[config.mk]
export PLATFORM = sky130hd
export DESIGN_NAME = mac_act_buffer
export DESIGN_NICKNAME = d
export VERILOG_FILES = /design/src/rtl/nn_pkg.sv /design/src/rtl/sync_fifo.sv /design/src/rtl/mac_act_buffer.sv
export SDC_FILE = /design/constraint.sdc
export NUM_CORES = 1
export LEC_CHECK = 0
export BUFFER_PORTS_ARGS = -buffer_cell sky130_fd_sc_hd__buf_4
export CAP_MARGIN = 5
export CELL_PAD_IN_SITES_DETAIL_PLACEMENT = 0
export CELL_PAD_IN_SITES_GLOBAL_PLACEMENT = 1
export CORE_MARGIN = 4
export CORE_UTILIZATION = 35
export CTS_CLUSTER_SIZE = 25
export DETAILED_ROUTE_END_ITERATION = 16
export GPL_ROUTABILITY_DRIVEN = 0
export GPL_TIMING_DRIVEN = 0
export PLACE_DENSITY = 0.76
export SYNTH_ARGS = -nofsm -noshare
export SYNTH_HDL_FRONTEND = slang
export SYNTH_SLANG_ARGS = --single-unit
[constraint.sdc]
create_clock -name clk -period 3.55 [get_ports clk]
set_clock_uncertainty 0.15 [all_clocks]
set_input_delay 0.5325 -clock clk [delete_from_list [all_inputs] [get_ports clk]]
set_output_delay 0.5325 -clock clk [all_outputs]
set_load 0.01 [all_outputs]
[src/rtl/nn_pkg.sv]
// nn_pkg: shared definitions for the neural-network datapath blocks.
//   - DATA_W and the Q8.8 constants (signed, 0x0100 = 1.0)
//   - sat_add(): signed Q8.8 addition clamped to [Q_MIN, Q_MAX], used by mac
package nn_pkg;

    localparam int DATA_W = 16;

    typedef logic [DATA_W-1:0] q88_t;

    localparam q88_t Q_ONE = 16'h0100;
    localparam q88_t Q_MAX = 16'h7FFF;
    localparam q88_t Q_MIN = 16'h8000;

    // Sign-extend both operands by one bit; a carry into the extra bit that
    // disagrees with the top data bit means the true sum left the Q8.8 range.
    function automatic q88_t sat_add(input q88_t a, input q88_t b);
        logic [DATA_W:0] s;
        s = {a[DATA_W-1], a} + {b[DATA_W-1], b};
        if (s[DATA_W] != s[DATA_W-1]) begin
            return s[DATA_W] ? Q_MIN : Q_MAX;
        end else begin
            return s[DATA_W-1:0];
        end
    endfunction

endpackage

[src/rtl/sync_fifo.sv]
// sync_fifo: single-clock FIFO with occupancy counter.
//   clk, reset (sync, active-low)
//   push/push_data : write request; accepted when not full, or when full and
//                    a pop is accepted in the same cycle
//   pop            : read request; ignored while empty
//   pop_data       : head entry (zero while empty)
//   full/empty     : count == DEPTH / count == 0
//   count          : occupancy 0..DEPTH
module sync_fifo #(
    parameter int WIDTH = 19,
    parameter int DEPTH = 4
) (
    input  logic                     clk,
    input  logic                     reset,
    input  logic                     push,
    input  logic [WIDTH-1:0]         push_data,
    input  logic                     pop,
    output logic [WIDTH-1:0]         pop_data,
    output logic                     full,
    output logic                     empty,
    output logic [$clog2(DEPTH):0]   count
);

    localparam int PTR_W = $clog2(DEPTH);
    localparam int CNT_W = PTR_W + 1;

    logic [WIDTH-1:0] mem_q [DEPTH];
    logic [WIDTH-1:0] mem_d [DEPTH];
    logic [PTR_W-1:0] rptr_q, rptr_d;
    logic [PTR_W-1:0] wptr_q, wptr_d;
    logic [CNT_W-1:0] count_q, count_d;
    logic             push_en;
    logic             pop_en;

    assign full     = (count_q == CNT_W'(DEPTH));
    assign empty    = (count_q == '0);
    assign count    = count_q;
    assign pop_data = empty ? '0 : mem_q[rptr_q];

    // A pop frees the head slot this cycle, so a full FIFO can still take a push.
    assign pop_en   = pop && !empty;
    assign push_en  = push && (!full || pop_en);

    // Next-state for storage, pointers (wrap naturally, DEPTH is a power of 2) and count.
    always_comb begin
        mem_d  = mem_q;
        wptr_d = wptr_q;
        rptr_d = rptr_q;
        if (push_en) begin
            mem_d[wptr_q] = push_data;
            wptr_d        = wptr_q + PTR_W'(1);
        end else begin
            wptr_d = wptr_q;
        end
        if (pop_en) begin
            rptr_d = rptr_q + PTR_W'(1);
        end else begin
            rptr_d = rptr_q;
        end
        case ({push_en, pop_en})
            2'b10:   count_d = count_q + CNT_W'(1);
            2'b01:   count_d = count_q - CNT_W'(1);
            default: count_d = count_q;
        endcase
    end

    // State registers with synchronous active-low reset.
    always_ff @(posedge clk) begin
        if (!reset) begin
            for (int i = 0; i < DEPTH; i++) begin
                mem_q[i] <= '0;
            end
            wptr_q  <= '0;
            rptr_q  <= '0;
            count_q <= '0;
        end else begin
            mem_q   <= mem_d;
            wptr_q  <= wptr_d;
            rptr_q  <= rptr_d;
            count_q <= count_d;
        end
    end

endmodule

[src/rtl/mac_act_buffer.sv]
// mac_act_buffer: bias-add / saturate / optional ReLU on each mac result,
// then queue {value, neuron index} for the next layer.
//   clk, reset (sync, active-low)
//   done, mac_out, bias_in       : one result per done pulse
//   act_out, act_idx, act_valid  : FIFO head, valid/ready handshake with act_ready
//   layer_done                   : pulse after the entry for neuron NUM_NEURONS-1 pops
//   overflow                     : sticky, a result was dropped on a full FIFO
//   count                        : FIFO occupancy
module mac_act_buffer #(
    parameter int DATA_W      = 16,
    parameter int DEPTH       = 4,
    parameter int NUM_NEURONS = 8,
    parameter int IDX_W       = 3,
    parameter bit RELU_EN     = 1'b1
) (
    input  logic                   clk,
    input  logic                   reset,
    input  logic                   done,
    input  logic [DATA_W-1:0]      mac_out,
    input  logic [DATA_W-1:0]      bias_in,
    output logic [DATA_W-1:0]      act_out,
    output logic [IDX_W-1:0]       act_idx,
    output logic                   act_valid,
    input  logic                   act_ready,
    output logic                   layer_done,
    output logic                   overflow,
    output logic [$clog2(DEPTH):0] count
);

    import nn_pkg::*;

    localparam int             ENTRY_W = DATA_W + IDX_W;
    localparam logic [IDX_W-1:0] LAST_IDX = IDX_W'(NUM_NEURONS - 1);

    logic [DATA_W:0]   sum;
    logic [DATA_W-1:0] sat_val;
    logic [DATA_W-1:0] act_val;

    logic              stg_valid_q, stg_valid_d;
    logic [DATA_W-1:0] stg_data_q,  stg_data_d;
    logic [IDX_W-1:0]  stg_idx_q,   stg_idx_d;
    logic [IDX_W-1:0]  widx_q,      widx_d;
    logic              overflow_q,  overflow_d;
    logic              layer_done_q, layer_done_d;

    logic [ENTRY_W-1:0] head;
    logic               fifo_full;
    logic               fifo_empty;
    logic               pop;

    // Stage-1 arithmetic: widened add, clamp to the signed range, then ReLU.
    always_comb begin
        sum = {mac_out[DATA_W-1], mac_out} + {bias_in[DATA_W-1], bias_in};
        if (sum[DATA_W] != sum[DATA_W-1]) begin
            sat_val = sum[DATA_W] ? {1'b1, {(DATA_W-1){1'b0}}} : {1'b0, {(DATA_W-1){1'b1}}};
        end else begin
            sat_val = sum[DATA_W-1:0];
        end
        if (RELU_EN && sat_val[DATA_W-1]) begin
            act_val = '0;
        end else begin
            act_val = sat_val;
        end
    end

    assign act_valid = !fifo_empty;
    assign pop       = act_valid && act_ready;
    assign act_out   = head[ENTRY_W-1:IDX_W];
    assign act_idx   = head[IDX_W-1:0];

    // Next-state for the stage register, write index and status flags.
    always_comb begin
        stg_valid_d = done;
        stg_data_d  = stg_data_q;
        stg_idx_d   = stg_idx_q;
        widx_d      = widx_q;
        if (done) begin
            stg_data_d = act_val;
            stg_idx_d  = widx_q;
            widx_d     = (widx_q == LAST_IDX) ? '0 : widx_q + IDX_W'(1);
        end else begin
            widx_d = widx_q;
        end
        // The stage result is lost only when full and no pop makes room.
        overflow_d   = overflow_q | (stg_valid_q & fifo_full & ~pop);
        layer_done_d = pop && (act_idx == LAST_IDX);
    end

    // Pipeline and status registers with synchronous active-low reset.
    always_ff @(posedge clk) begin
        if (!reset) begin
            stg_valid_q  <= 1'b0;
            stg_data_q   <= '0;
            stg_idx_q    <= '0;
            widx_q       <= '0;
            overflow_q   <= 1'b0;
            layer_done_q <= 1'b0;
        end else begin
            stg_valid_q  <= stg_valid_d;
            stg_data_q   <= stg_data_d;
            stg_idx_q    <= stg_idx_d;
            widx_q       <= widx_d;
            overflow_q   <= overflow_d;
            layer_done_q <= layer_done_d;
        end
    end

    assign overflow   = overflow_q;
    assign layer_done = layer_done_q;

    sync_fifo #(
        .WIDTH (ENTRY_W),
        .DEPTH (DEPTH)
    ) u_fifo (
        .clk       (clk),
        .reset     (reset),
        .push      (stg_valid_q),
        .push_data ({stg_data_q, stg_idx_q}),
        .pop       (pop),
        .pop_data  (head),
        .full      (fifo_full),
        .empty     (fifo_empty),
        .count     (count)
    );

endmodule

==> results.toml, run 1 <==
[grt]
antenna_found_initial = 0
grt_start_max_net_pins = 18
gr-total-overflow = 0
grt_pass1_wl_um = 22700
grt_use_total_pct = 17.02
grt_pass1_vias = 4393

[floorplan]
core_mm2 = 0.01464
io_pins = 61
rows = 44
initial_utilization_pct = 35.89
die-area_mm2 = 0.01704
die_w_um = 130.5
die_y_um = 130.5

[timing]
finalSetupViolCount = 0
final_max_slew_viol_count = 0
post-route-period-util_pct = 83.30
fin_crit_ps = 2957
rsz0062_at_grt = "no"
hold_violations = 0
setup_tns_ps = 0
worstMarginPinSlew_ps = 681.0
relSlewSlack_pct = 54.60
clock.fmax_ghz = 0.3382

[outcome]
status = "completed"

[logic_synthesis]
synth-edff-count = 0
ys_types = 52
synthArstFlopShare_pct = 0
synth.avg_cell_area_um2 = 8.587
synth.area.top_cells = "dfxtp_1 39%, nand2_1 12%, a21oi_1 9.6%, mux4_2 7.7%, ha_1 5.5%"
ys.warnings.count = 0
seq_area_frac_synth_pct = 39.24
syn-num-nets = 673
synth_seq_cells = 103
syn_area_mm2 = 0.005255
synthCells = 612
synth_top_area_cell = "dfxtp_1"
ys.flop_type = "dfxtp_1"
synth_top_area_share_pct = 39.24

[route]
drtIter0Drc = 340
via_per_inst = 5.154
wirelength_um = 14000
dr_total_vias = 4484
drc = 0
postRouteAntennaNets = 0
first_pass_iters = 5
wl_per_cell_um = 16.10

[critical_path]
cp_slowest_cell = "clkbuf_1"
cp_max_fo = 10
path_delay_family = "buffers and inverters"
worstSetupStartpointType = "flop"
crit_path_end_kind = "primary output"
crit_type = "flop to primary output"
critical_path_required_ps = 2870
cp_num_buf_inv = 3
crit_path_max_incr_delay_ps = 570
arrival_ps = 2270
worstPathCellList = "buf_2 > clkbuf_1 > mux4_2 > and2_1 > buf_4"

[finish]
layout-drive-gt1-share_pct = 19.97
n_antenna_cell = 0
layout.nets = 742
final_common_cell = "nand2_1"
utilization_pct = 42.62
final_cell_mix = "167 x nand2_1, 103 x dfxtp_1, 101 x a21oi_1"
area_growth_pct = 18.76

[power_and_ir_drop]
finalPower_uw = 3074
sw_frac_of_total_pct = 30.54
p_int_uw = 2135
p_leak_uw = 0.002340
power_frac_comb_pct = 24.0
switching_power_uw = 938.6
pwr-share-clk_pct = 34.6
max-vdd-ir-drop_mv = 0.2341
p_seq_share_pct = 41.4
p_per_area_mw_per_mm2 = 492.5

[clocking]
cts_root_buf = "clkbuf_16"
cts_made_buffers = 9
clockBufferDepth = 2
hold_buffers = 0
cts-resized-gates = 0
cts_tree = "done"
clk_pin_slew_worst_paths_ps = 70
cts_htree_levels = 3
insertion_delay_ps = 340
post_cts_buffers = 0
clock-sinks = 103

[placement]
dp_hpwl_um = 10260
port_buffers = 58

[job]
drv_cap = 0

[min_path]
min_path_type = "flop to flop"
==> state kept, by name (all words and copies together) (netlist names) <==
register	count
widx_q	3
u_fifo.wptr_q	2
u_fifo.count	3
layer_done	1
overflow	1
u_fifo.rptr_q	2
stg_data_q	15
u_fifo.mem_q	72
stg_idx_q	3
stg_valid_q	1
==> synthesized netlist by cell type (3+ instances only) <==
master	number
xnor2_1	8
or3_1	4
nor3_1	5
a21oi_1	101
dfxtp_1	103
buf_2	9
o21ai_1	11
ha_1	23
xor2_1	6
a221oi_2	4
clkbuf_1	16
nand2_1	167
buf_6	4
inv_1	11
nor2_1	21
mux2i_1	7
a22oi_1	3
a31oi_1	3
o21ai_0	10
a21o_1	4
buf_4	6
nand2_2	5
nor2b_1	5
mux4_2	18
and2_1	22
a211oi_2	3
==> stage by stage <==
| step | instances | area, um^2 | hold WS (ps) | setup WS (ps) |
|---|---|---|---|---|
| 2_1_floorplan | 612 | 5255 | 283.1 | 944.7 |
| 3_3_place_gp | 854 | 5921 | 288.6 | 679.3 |
| 3_5_place_dp | 854 | 5921 | 296.5 | 661.8 |
| 4_1_cts | 870 | 6241 | 306.4 | 554.9 |
| 5_1_grt | 870 | 6241 | 323.9 | 498.5 |
| 6_report | 870 | 6241 | 304.1 | 593.0 |
==> cell type report <==
class | count | area, um^2
buffer | 35 | 195.2
clock buffer | 9 | 225.2
clock inverter | 7 | 95.09
fill | 1482 | 8403
inverter | 11 | 41.29
multi-input combinational | 463 | 2957
sequential | 103 | 2062
tap | 184 | 230.2
timing repair buffer | 58 | 435.4
==> power by group through the flow <==
stage               Clock (uW)  Combinational (uW)  Sequential (uW)
finish                    1060                 737             1270
global placement             0                 727             1300
CTS                       1080                 748             1270
detailed placement           0                 747             1300
floorplan                    0                 505             1280
global route              1130                 825             1280
==> worst register-to-register path, delay by kind of cell (launching register included) <==
| kind | cells | cell delay (ps) |
|---|---|---|
| xor+xnor | 1 | 160 |
| buf+inv | 2 | 380 |
| fa+ha+maj | 2 | 610 |
| compound gates | 1 | 130 |
| simple gates | 3 | 800 |
| flops | 1 | 410 |
==> cell families (layout without fill, tap and decap cells) <==
| logic type | count (synthesis) | after routing | synth area share (%) |
|---|---|---|---|
| multiplexers | 25 | 25 | 9.048 |
| AO/OA/AOI/OAI | 160 | 160 | 19.31 |
| other | 1 | 1 | 0.07136 |
| buffers and inverters | 46 | 120 | 4.500 |
| flip-flops | 103 | 103 | 39.24 |
| AND/OR/NAND/NOR | 238 | 238 | 19.26 |
| XOR/XNOR | 14 | 14 | 2.333 |
| adder cells (fa/ha/maj) | 25 | 25 | 6.238 |
==> final timing paths <==
kind	startpoint	to	slack (ps)	cells past startpoint
worst max-delay path	u_fifo.rptr_q[1]	act_out[6]	590	5
worst max register to register	u_fifo.count[0]	u_fifo.count[2]	840	9
worst min register to register	u_fifo.mem_q[66]	u_fifo.mem_q[66]	300	2
worst min-delay path	u_fifo.mem_q[66]	u_fifo.mem_q[66]	300	2
==> metal layers <==
| metal | global-route usage (%) | wire, um |
|---|---|---|
| met1 | 22.72 | 6242 |
| met2 | 28.70 | 6838 |
| met3 | 3.211 | 779 |
| met4 | 3.932 | 144 |
| met5 | 0 | 0 |
Note: power is estimated with default switching activity, not from simulation.
==> run 2: changes to the inputs <==
--- a/config.mk
+++ b/config.mk
@@ -15,7 +15,7 @@
 export DETAILED_ROUTE_END_ITERATION = 16
 export GPL_ROUTABILITY_DRIVEN = 0
 export GPL_TIMING_DRIVEN = 0
-export PLACE_DENSITY = 0.76
+export PLACE_DENSITY = 0.78
 export SYNTH_ARGS = -nofsm -noshare
 export SYNTH_HDL_FRONTEND = slang
 export SYNTH_SLANG_ARGS = --single-unit
==> constraint.sdc (replaced) <==
create_clock -name clk -period 2.54 [get_ports clk]
set_clock_uncertainty 0.15 [all_clocks]
set_input_delay 0.381 -clock clk [delete_from_list [all_inputs] [get_ports clk]]
set_output_delay 0.381 -clock clk [all_outputs]
set_load 0.01 [all_outputs]
==> run 2 against run 1 <==
  * Count of clock-buffer cells in the layout did not move
  * Sequential power grew 42%
  * Sequential cell count unchanged
  * Cell count up 0.11%
  * Largest power group unchanged
==> results.toml, run 2 (synthesis results as in run 1) <==
[outcome]
status = "completed"

[min_path]
min_path_type = "input pin to flop"

[finish]
utilization_pct = 42.95
layout.nets = 743
regMostFlops = "u_fifo.mem_q"
top_regs = "u_fifo.mem_q x72, stg_data_q x15"
largest_register_ffs = 72
n_antenna_cell = 0
multi_input_area_mm2 = 0.002975
final_common_cell = "nand2_1"
fill_cells = 1454
area_growth_pct = 19.69
regArea_mm2 = 0.002068
layout-drive-gt1-share_pct = 21.25
final_cell_mix = "167 x nand2_1, 101 x a21oi_1, 100 x dfxtp_1"

[timing]
final_max_slew_viol_count = 0
relSlewSlack_pct = 56.61
post-route-period-util_pct = 96.61
clock.fmax_ghz = 0.4075
finalSetupViolCount = 0
worstMarginPinSlew_ps = 650.9
fin_ws_ps = 85.98
hold_violations = 0
fin_crit_ps = 2454

[floorplan]
die_y_um = 130.5
die_w_um = 130.5
initial_utilization_pct = 35.89
rows = 44
die-area_mm2 = 0.01704
io_pins = 61
core_mm2 = 0.01464

[clocking]
clk_pin_slew_worst_paths_ps = 70
cts_htree_levels = 3
clockBufferDepth = 2
insertion_delay_ps = 350
cts_root_buf = "clkbuf_16"
cts_tree = "done"
clock-sinks = 103
cts_made_buffers = 9
hold_buffers = 0

[grt]
grt_pass1_vias = 4315
grt_pass1_wl_um = 21850
gr-total-overflow = 0
antenna_found_initial = 0
grt_use_total_pct = 16.39
grt_start_max_net_pins = 19

[job]
drv_cap = 0

[route]
postRouteAntennaNets = 0
drc = 0
wl_per_cell_um = 15.71
wl_met3_um = 823
dr_total_vias = 4449
first_pass_iters = 6
top_layer_used = "met4"
drtIter0Drc = 273
wirelength_um = 13680
wl_met2_um = 6453
via_per_inst = 5.108
drt-met1-wl_um = 6232

[critical_path]
crit_path_max_incr_delay_ps = 520
critical_path_required_ps = 2010
arrival_ps = 1920
worstSetupStartpointType = "flop"
crit_type = "flop to primary output"
worstPathCellList = "buf_8 > buf_8 > mux4_2 > and2_1 > buf_4"
cp_max_fo = 10
crit_path_end_kind = "primary output"
critPathMostFrequentCell = "buf_8"
cp_slowest_cell = "mux4_2"

[power_and_ir_drop]
p_leak_uw = 0.002354
p_per_area_mw_per_mm2 = 682.5
max-vdd-ir-drop_mv = 0.3589
finalPower_uw = 4293

[placement]
port_buffers = 58
dp_slack_ps = -232.4
dp_hpwl_um = 10020
run 2: cell type report:
cell class,count,area share (%)
inverter,11,0.6565
sequential,103,32.88
clock inverter,7,1.253
multi-input combinational,463,47.30
timing repair buffer,59,7.042
tap,184,3.660
buffer,35,3.620
clock buffer,9,3.581
run 2: per-layer routing:
layer  vias to the layer above  GRT usage [%]
li1                       2245              -
met1                      2059          22.26
met2                       130          27.41
met3                        15          2.439
met4                         0          4.356
met5                         -              0
run 2: report_power, final:
| part | switching [uW] | total [uW] | internal, uW |
|---|---|---|---|
| Clock | 634 | 1410 | 777 |
| Combinational | 606 | 1080 | 475 |
| Sequential | 102 | 1800 | 1700 |
| Total | 1340 | 4290 | 2950 |
run 2: repair_timing:
item                                    4_1_cts  5_1_grt
resized for setup                            11       12
setup buffers                                 0        1
endpoints found under the setup margin       17       10
run 2: path summary, 6_finish.rpt:
path                           end  slack [ps]              from  depth (start not counted)
hold reg to reg   u_fifo.mem_q[17]         300  u_fifo.mem_q[17]                          2
setup reg to reg   u_fifo.count[2]         150   u_fifo.count[1]                          9
hold / removal          layer_done         210             reset                          2
setup / recovery       act_out[13]          90  u_fifo.rptr_q[0]                          5
run 2: metrics by stage:
step	cells	TNS, ps	hold slack (ps)	cell area (um^2)
floorplan	612	0	283.1	5255
finish	871	0	210.1	6290
global route	871	-5.309	194.1	6290
CTS	870	0	195.0	6252
detailed placement	854	-2866	294.9	5921
global placement	854	-1971	288.0	5921
run 2: critical path, delay by kind of cell (launching register included):
family / cells / cell delay, ps
mux: 1 / 520
flops: 1 / 380
simple gates: 1 / 180
buf+inv: 3 / 510
